`src/rtl/demux_2_16b_buf_pkg.sv`:
```
// Shared constants, slot state encoding and input payload type for the 1-to-4 word demux.
package demux_2_16b_buf_pkg;

    localparam int unsigned WIDTH  = 16;
    localparam int unsigned LANES  = 4;
    localparam int unsigned SEL_W  = 2;
    localparam int unsigned STAT_W = 8;

    typedef enum logic {
        EMPTY = 1'b0,
        FULL  = 1'b1
    } slot_state_t;

    typedef struct packed {
        logic              bcast;
        logic [SEL_W-1:0]  sel;
        logic [WIDTH-1:0]  data;
    } in_word_t;

endpackage

```
`src/rtl/demux_2_16b_buf_if.sv`:
```
// Input valid/ready port plus four output lanes and per-lane delivery counters.
interface demux_2_16b_buf_if import demux_2_16b_buf_pkg::*; ();

    logic                      in_valid;
    logic                      in_ready;
    logic [WIDTH-1:0]          in_data;
    logic [SEL_W-1:0]          in_sel;
    logic                      in_bcast;
    logic [LANES-1:0]          out_valid;
    logic [LANES-1:0]          out_ready;
    logic [LANES*WIDTH-1:0]    out_data;
    logic [LANES*STAT_W-1:0]   stat_count;

    modport master (
        output in_valid, in_data, in_sel, in_bcast, out_ready,
        input  in_ready, out_valid, out_data, stat_count
    );

    modport slave (
        input  in_valid, in_data, in_sel, in_bcast, out_ready,
        output in_ready, out_valid, out_data, stat_count
    );

endinterface

```
`src/rtl/demux_2_16b_buf_slot.sv`:
```
// Single-lane holding slot (demux_slot): one-entry register with drain logic.
// Optional per-lane drain counter built when DEMUX_STATS_EN is defined.
module demux_slot
    import demux_2_16b_buf_pkg::*;
(
    input  logic              clk,
    input  logic              reset,
    input  logic              wr_en,
    input  logic [WIDTH-1:0]  wr_data,
    input  logic              rd_ready,
    output logic              valid,
    output logic [WIDTH-1:0]  data,
    output logic              accept_ok_c,
    output logic [STAT_W-1:0] count
);

    slot_state_t state, state_nxt;
    logic        drain_c;

    assign valid       = (state == FULL);
    assign drain_c     = valid && rd_ready;
    // A slot draining this cycle can take a new word in the same cycle.
    assign accept_ok_c = !valid || rd_ready;

    always_ff @(posedge clk or posedge reset) begin
        if (reset) state <= EMPTY;
        else       state <= state_nxt;
    end

    always_comb begin
        state_nxt = state;
        case (state)
            EMPTY:   if (wr_en) state_nxt = FULL;
            FULL:    if (drain_c && !wr_en) state_nxt = EMPTY;
            default: state_nxt = EMPTY;
        endcase
    end

    // Data is kept after a drain; only a write or reset changes it.
    always_ff @(posedge clk or posedge reset) begin
        if (reset)      data <= '0;
        else if (wr_en) data <= wr_data;
    end

`ifdef DEMUX_STATS_EN
    always_ff @(posedge clk or posedge reset) begin
        if (reset)        count <= '0;
        else if (drain_c) count <= count + STAT_W'(1);
    end
`else
    assign count = '0;
`endif

endmodule

```
`src/rtl/demux_2_16b_buf.sv`:
```
// Registered 1-to-4 demultiplexer for 16-bit words with unicast/broadcast steering.
// Optional per-lane drain counters: define DEMUX_STATS_EN.
module demux_2_16b_buf
    import demux_2_16b_buf_pkg::*;
(
    input  logic              clk,
    input  logic              reset,
    demux_2_16b_buf_if.slave  bus
);

    in_word_t                 word;
    logic [LANES-1:0]         lane_ok_c;
    logic [LANES-1:0]         wr_en_c;
    logic [LANES-1:0]         lane_valid;
    logic [WIDTH-1:0]         lane_data [LANES];
    logic [STAT_W-1:0]        lane_cnt  [LANES];
    logic                     ready_c;
    logic                     accept_c;
    logic [LANES*WIDTH-1:0]   data_flat;
    logic [LANES*STAT_W-1:0]  cnt_flat;

    assign word = '{bcast: bus.in_bcast, sel: bus.in_sel, data: bus.in_data};

    // Broadcast waits until every lane can take the word; never a partial write.
    assign ready_c  = word.bcast ? (&lane_ok_c) : lane_ok_c[word.sel];
    assign accept_c = bus.in_valid && ready_c;

    always_comb begin
        wr_en_c = '0;
        for (int i = 0; i < int'(LANES); i++) begin
            wr_en_c[i] = accept_c && (word.bcast || (word.sel == SEL_W'(i)));
        end
    end

    for (genvar g = 0; g < int'(LANES); g++) begin : g_lane
        demux_slot u_slot (
            .clk         (clk),
            .reset       (reset),
            .wr_en       (wr_en_c[g]),
            .wr_data     (word.data),
            .rd_ready    (bus.out_ready[g]),
            .valid       (lane_valid[g]),
            .data        (lane_data[g]),
            .accept_ok_c (lane_ok_c[g]),
            .count       (lane_cnt[g])
        );
    end

    always_comb begin
        data_flat = '0;
        cnt_flat  = '0;
        for (int i = 0; i < int'(LANES); i++) begin
            data_flat[i*WIDTH +: WIDTH]   = lane_data[i];
            cnt_flat[i*STAT_W +: STAT_W]  = lane_cnt[i];
        end
    end

    assign bus.in_ready   = ready_c;
    assign bus.out_valid  = lane_valid;
    assign bus.out_data   = data_flat;
    assign bus.stat_count = cnt_flat;

endmodule

```
`src/flat_wrapper.sv`:
```
// flat-port wrapper written by rule: the top's interface ports become plain ports
module demux_2_16b_buf_flat import demux_2_16b_buf_pkg::*;
  (clk, reset, bus_in_valid, bus_in_data, bus_in_sel, bus_in_bcast, bus_out_ready, bus_in_ready, bus_out_valid, bus_out_data, bus_stat_count);
  demux_2_16b_buf_if bus_i ();
  input  logic clk;
  input  logic reset;
  input wire logic [$bits(bus_i.in_valid)-1:0] bus_in_valid;
  input wire logic [$bits(bus_i.in_data)-1:0] bus_in_data;
  input wire logic [$bits(bus_i.in_sel)-1:0] bus_in_sel;
  input wire logic [$bits(bus_i.in_bcast)-1:0] bus_in_bcast;
  input wire logic [$bits(bus_i.out_ready)-1:0] bus_out_ready;
  output wire logic [$bits(bus_i.in_ready)-1:0] bus_in_ready;
  output wire logic [$bits(bus_i.out_valid)-1:0] bus_out_valid;
  output wire logic [$bits(bus_i.out_data)-1:0] bus_out_data;
  output wire logic [$bits(bus_i.stat_count)-1:0] bus_stat_count;
  assign bus_i.in_valid = bus_in_valid;
  assign bus_i.in_data = bus_in_data;
  assign bus_i.in_sel = bus_in_sel;
  assign bus_i.in_bcast = bus_in_bcast;
  assign bus_i.out_ready = bus_out_ready;
  assign bus_in_ready = bus_i.in_ready;
  assign bus_out_valid = bus_i.out_valid;
  assign bus_out_data = bus_i.out_data;
  assign bus_stat_count = bus_i.stat_count;
  demux_2_16b_buf u_core (.clk(clk), .reset(reset), .bus(bus_i));
endmodule
```
`config.mk`:
```
export PLATFORM = sky130hd
export DESIGN_NAME = demux_2_16b_buf_flat
export DESIGN_NICKNAME = d
export VERILOG_FILES = /design/src/rtl/demux_2_16b_buf_pkg.sv /design/src/rtl/demux_2_16b_buf_if.sv /design/src/rtl/demux_2_16b_buf_slot.sv /design/src/rtl/demux_2_16b_buf.sv /design/src/flat_wrapper.sv
export SDC_FILE = /design/constraint.sdc
export NUM_CORES = 1
export LEC_CHECK = 0
export ABC_AREA = 1
export BUFFER_PORTS_ARGS = -buffer_cell sky130_fd_sc_hd__buf_2
export CAP_MARGIN = 20
export CORE_MARGIN = 8
export CORE_UTILIZATION = 48
export CTS_CLUSTER_DIAMETER = 200
export DETAILED_ROUTE_END_ITERATION = 10
export GPL_ROUTABILITY_DRIVEN = 1
export PLACE_DENSITY = 0.8
export SLEW_MARGIN = 10
export SYNTH_ARGS = -nofsm -noshare
export SYNTH_HDL_FRONTEND = slang
export SYNTH_HIERARCHICAL = 1
export SYNTH_SLANG_ARGS = --single-unit
```
`constraint.sdc`:
```
create_clock -name clk -period 1.7 [get_ports clk]
set_clock_uncertainty 0.05 [all_clocks]
set_input_delay 0.34 -clock clk [delete_from_list [all_inputs] [get_ports clk]]
set_output_delay 0.34 -clock clk [all_outputs]
set_load 0.01 [all_outputs]
```
# --- Word level (Yosys, flattened, before mapping) ---
# Index checks and enable logic that the tools add are counted.
word_totals:
  reg_bits: 68
  output_inout_bits: 101
op_classes:
  order_cmp: 1
  n_eq_ne: 3
  n_mux: 15
  bitwise_logic: 4
  n_reduce_logical: 31
ops:
  columns: ["op", "count"]
  rows:
  - ["$logic_and A1 B1 Y1", 13]
  - ["$mux W1", 10]
  - ["$logic_not A1 Y1", 8]
  - ["$logic_or A1 B1 Y1", 8]
  - ["$pmux W1 S2", 4]
  - ["$eq A2 B2 Y1 const B", 2]
  - ["$not A1 Y1", 4]
  - ["$reduce_and A4 Y1", 1]
  - ["$lt A2 B3 Y1 const B", 1]
  - ["$bmux W1 S2", 1]
  - ["$eq A2 B1 Y1 const B", 1]
  - ["$logic_not A2 Y1", 1]

# --- Longest topological paths before layout ---
depth:
  ltp_word: 11
  mapped_depth: 13

# --- By module ---
# The synthesis kept the hierarchy.
modules_own_cells:
  columns: ["module", "n_inst", "cells_per_inst", "area_per_inst_um2"]
  rows:
  - ["demux_slot", 4, 82, 743.2]
  - ["demux_2_16b_buf", 1, 26, 123.9]

# --- Worst setup path before layout ---
# Ideal clock, no wire load.
synth_timing:
  path_type: "register to register"
  from: "register u_core.g_lane[3].u_slot.state"
  to: "register u_core.g_lane[0].u_slot.data[1]"
  arrival_time_ns: 1.388
  slack_ns: 0.146
  stages_incl_launch_ff: 13
  n_path_buf: 2
  period_less_slack_ns: 1.554
  path_cell_list: "dfrtp_1 -> nand2_1 -> nand2_1 -> nor2_1 -> nand3_1 -> nand2_1 -> nand3_2 -> nor2_1 -> buf_6 -> inv_8 -> buf_8 -> nand2_1 -> nand2_1"
synth_between:
  elab_chain_cells: 7
synth_rtl:
  columns: ["item", "line", "rtl"]
  rows:
  - ["start, declared", "demux_2_16b_buf_slot.sv:17", "slot_state_t state, state_nxt;"]
  - ["start signal, assigned", "demux_2_16b_buf_slot.sv:27", "else state <= state_nxt;"]
  - ["$logic_not A1 Y1 *", "demux_2_16b_buf_slot.sv:23", "assign accept_ok_c = !valid || rd_ready;"]
  - ["$logic_or A1 B1 Y1 *", "demux_2_16b_buf_slot.sv:23", null]
  - ["named net u_core.lane_ok_c[3]", "demux_2_16b_buf.sv:12", "logic [LANES-1:0] lane_ok_c;"]
  - ["$bmux W1 S2", "demux_2_16b_buf.sv:25", "assign ready_c = word.bcast ? (&lane_ok_c) : lane_ok_c[word.sel];"]
  - ["$mux W1 (not written as such)", "demux_2_16b_buf.sv:25", null]
  - ["$mux W1 *", "demux_2_16b_buf.sv:25", null]
  - ["$logic_and A1 B1 Y1 *", "demux_2_16b_buf.sv:26", "assign accept_c = bus.in_valid && ready_c;"]
  - ["$logic_and A1 B1 Y1 *", "demux_2_16b_buf.sv:31", "wr_en_c[i] = accept_c && (word.bcast || (word.sel == SEL_W'(i)));"]
  - ["named net u_core.wr_en_c[0]", "demux_2_16b_buf.sv:13", "logic [LANES-1:0] wr_en_c;"]
  - ["end signal, assigned", "demux_2_16b_buf_slot.sv:42", "else if (wr_en) data <= wr_data;"]
  - ["end, declared", "demux_2_16b_buf_slot.sv:12", "output logic [WIDTH-1:0] data,"]
# Mark *: on every way through the listed nets, which the timed path passes. The rest lies on a longest branch. The select of a mux whose other input is x is not followed.
# A chain may end at the register's enable or synchronous reset.

# --- Worst setup path in the final report ---
layout_timing:
  from: "register u_core.g_lane[3].u_slot.state"
  to: "output bus_in_ready"
layout_between:
  elab_chain_cells: 5
layout_rtl:
  columns: ["item", "line", "rtl"]
  rows:
  - ["$logic_not A1 Y1 *", "demux_2_16b_buf_slot.sv:23", null]
  - ["$logic_or A1 B1 Y1 *", "demux_2_16b_buf_slot.sv:23", null]
  - ["named net u_core.lane_ok_c[3]", "demux_2_16b_buf.sv:12", null]
  - ["$bmux W1 S2", "demux_2_16b_buf.sv:25", null]
  - ["$mux W1 (not written as such)", "demux_2_16b_buf.sv:25", null]
  - ["$mux W1 *", "demux_2_16b_buf.sv:25", null]
  - ["end, declared", "flat_wrapper.sv:12", "output wire logic [$bits(bus_i.in_ready)-1:0] bus_in_ready;"]
# Marked as above.

==> results.md <==
- CP bufs+invs: 1
- Die ar.: a little over 0.009 mm2
- Overall global routing resource usage: 0.179
- CORE AREA: around 0.0063 mm2
- Initial DRC count: between 150 and 200
- Area Growth Syn to Fin: 28.0%
- Status: finished, violations left
- Final slew viol count: 0
- # H-tree levels: 3
- Row count: 29
- Layout cell share with drive strength beyond 1: 0.342
- Die X: 96.3 um
- Drt first pass iters: 7
- Max-Cap Viols: 0
- Post-place setup slack: 0.0157 ns
- Hold slack: ~0.2 ns
- Cell count after synthesis: ~350
- Final worst slack: -0.0994 ns
- Top delay family on crit path: simple AND/OR/NAND/NOR gates
- Mean Syn Cell Area: about 8.7 um2
- Worst stage delay on the critical path: 0.37 ns
- Worst setup SP type: flop
- Worst relative slew slack: 0.537
- DR DRC count: 0
- Seq/Total Area, Yosys: 0.549
- CP arrival: ~1.4 ns
- Crit share post-route: 1.06
- Post-Route WL: 8590 um
- Worst hold path depth: 3
- Clock tree buffer depth: 2
- Antenna viol nets, final: 0
- Mapped cell area: between 0.003 and 0.004 mm2
- Tmin final: 1.80 ns
- Slowest-stage cell, CP: dfrtp_1
- IO Pins: around 130
- CP Capture Type: primary output
- Ordered cell list for the critical path: nand2_2, nand2_1, nand2_1, nand2_1, nand3_2, and2_4, buf_6
- Final Hold Fails: 0
- Skew-Pair Late Insertion Delay: between 0.3 and 0.4 ns
- Unrepaired setup endpoints after global routing: true
- Least-Margin Pin Slew: 0.694 ns
- Violated checks: setup timing
- Largest net degree at the start of global routing: 18
- Yosys warnings: 6
- WS Path Type: flop to primary output
- Detail Placement HPWL: between 6000 and 7000 um
- Worst r2r src: u_core/g_lane[3].u_slot/valid
- First-pass GRT wire length: 12,600 um
- Final GP Congestion: 0.803
- Pwr Total: 5.11 mW
- CTS sink count: just under 70
- Port buffer count: 94
- Number of antenna diodes: 0
- P per Cell Area: about 1300 mW/mm2
- Critical Path Start: u_core/g_lane[3].u_slot/valid
- CTS tree: done
- CTS root buf: clkbuf_8
- Worst EP required: 1.31 ns
- Vias in the first global route: around 2,600
- Final Non-Filler Cells: 551
- Levels on crit path: 7
- Worst-path fanout max: 3
- Library cells used by synthesis: 16
- Worst r2r path cells: 12
- Yosys reg bits: 68
- Initial core utilization: 0.490
- Worst min-delay path startpoint: bus_in_data[14]
- Reg area: 0.00170 mm2
- Height of the die: between 90 and 100 um
- Most frequent CP cell: nand2_1
- Final setup viols: 29
- Pleak: between 2 and 2.5 nW
- Peak Freq: between 0.5 and 0.6 GHz
- CTS buffer count: 9
- Via density: 4.78
- Commonest non-fill, non-tap cell in the layout: nand2_1
- Initial antenna violation count: 0
- Multi-input gate area: around 0.0011 mm2
- Worst-path clk slew: around 0.090 ns
- Placed cells: around 520
- Worst hold path class: input pin to flop
- DR WL/cell: around 16 um
- Setup TNS: -0.438 ns
- Via count: 2,635
- Total grt overflow: 0
- Most frequent cells in the layout: nand2_1, buf_2, dfrtp_1, conb_1, nand2_2
- NumNets Final: approximately 500
- VDD IR max: 0.000882 V
- Fillers: around 560
## what timing repair did
action	CTS	global route
hold buffers	1	0
cloned	0	4
setup endpoints to repair	1	69
hold endpoints to repair	34	0
pin swaps	5	1
gates resized for setup	6	15
buffers inserted	2	6
## worst reg2reg max path: cells and delay by family (launching register included)
kind	cells	cell delay [ns]
buf+inv	3	0.40
flops	1	0.40
simple gates	9	0.83
## final cells by class
| type | instances | area share |
|---|---|---|
| repair inverters | 1 | 0.00221 |
| clock inverters | 7 | 0.0186 |
| repair buffers | 119 | 0.203 |
| inverters | 17 | 0.0249 |
| multi-input cells | 253 | 0.266 |
| clock buffers | 9 | 0.0312 |
| flip-flops and latches | 68 | 0.429 |
| well taps | 77 | 0.0243 |
## metal layers
metal | vias up | GRT usage | share of wire
li1 | 1221 | - | -
met2 | 138 | 0.289 | 0.47
met3 | 11 | 0.0530 | 0.11
met1 | 1265 | 0.216 | 0.40
met5 | - | 0 | 0
met4 | 0 | 0.0782 | 0.013
## flip-flops by register name (all words and copies together) (netlist names)
name,count
u_core/g_lane.u_slot/valid,4
u_core/g_lane.u_slot/data,64
## kinds of logic after synthesis
family	count (synthesis)	synth area share
simple gates	217	0.278
flops	68	0.549
buf+inv	61	0.160
compound gates	4	0.00768
other cells	4	0.00485
## cell usage after synthesis, drive strengths merged
cell	instances	area, um2
dfrtp	68	1700
nand2	207	807
nor2	5	18.8
and2	1	6.26
nand3	4	30.0
inv	17	93.8
clkbuf	4	55.1
buf	40	345
o21ai	1	8.76
a21oi	3	15.0
conb	4	15.0
## through the flow
step	utilization	instance area, um2
3_5_place_dp	0.557	3520
6_report	0.628	3970
4_1_cts	0.596	3760
3_3_place_gp	0.557	3520
2_1_floorplan	-	3200
5_1_grt	0.628	3970
## report_power, final
| group | switching, mW | internal [mW] |
|---|---|---|
| logic | 0.874 | 0.622 |
| clock network | 0.654 | 0.685 |
| registers | 0.251 | 2.03 |
| total | 1.78 | 3.33 |
## worst paths after layout
kind	to	slack, ns
max	bus_in_ready	-0.1
min	u_core/g_lane[0].u_slot/data[14]	0.20
max reg2reg	u_core/g_lane[0].u_slot/data[11]	-0.03
min reg2reg	u_core/g_lane[1].u_slot/data[13]	0.42
max in group asynchronous	u_core/g_lane[0].u_slot/data[6]	0.50
min in group asynchronous	u_core/g_lane[1].u_slot/data[9]	0.55
(Power assumes the default switching activity.)
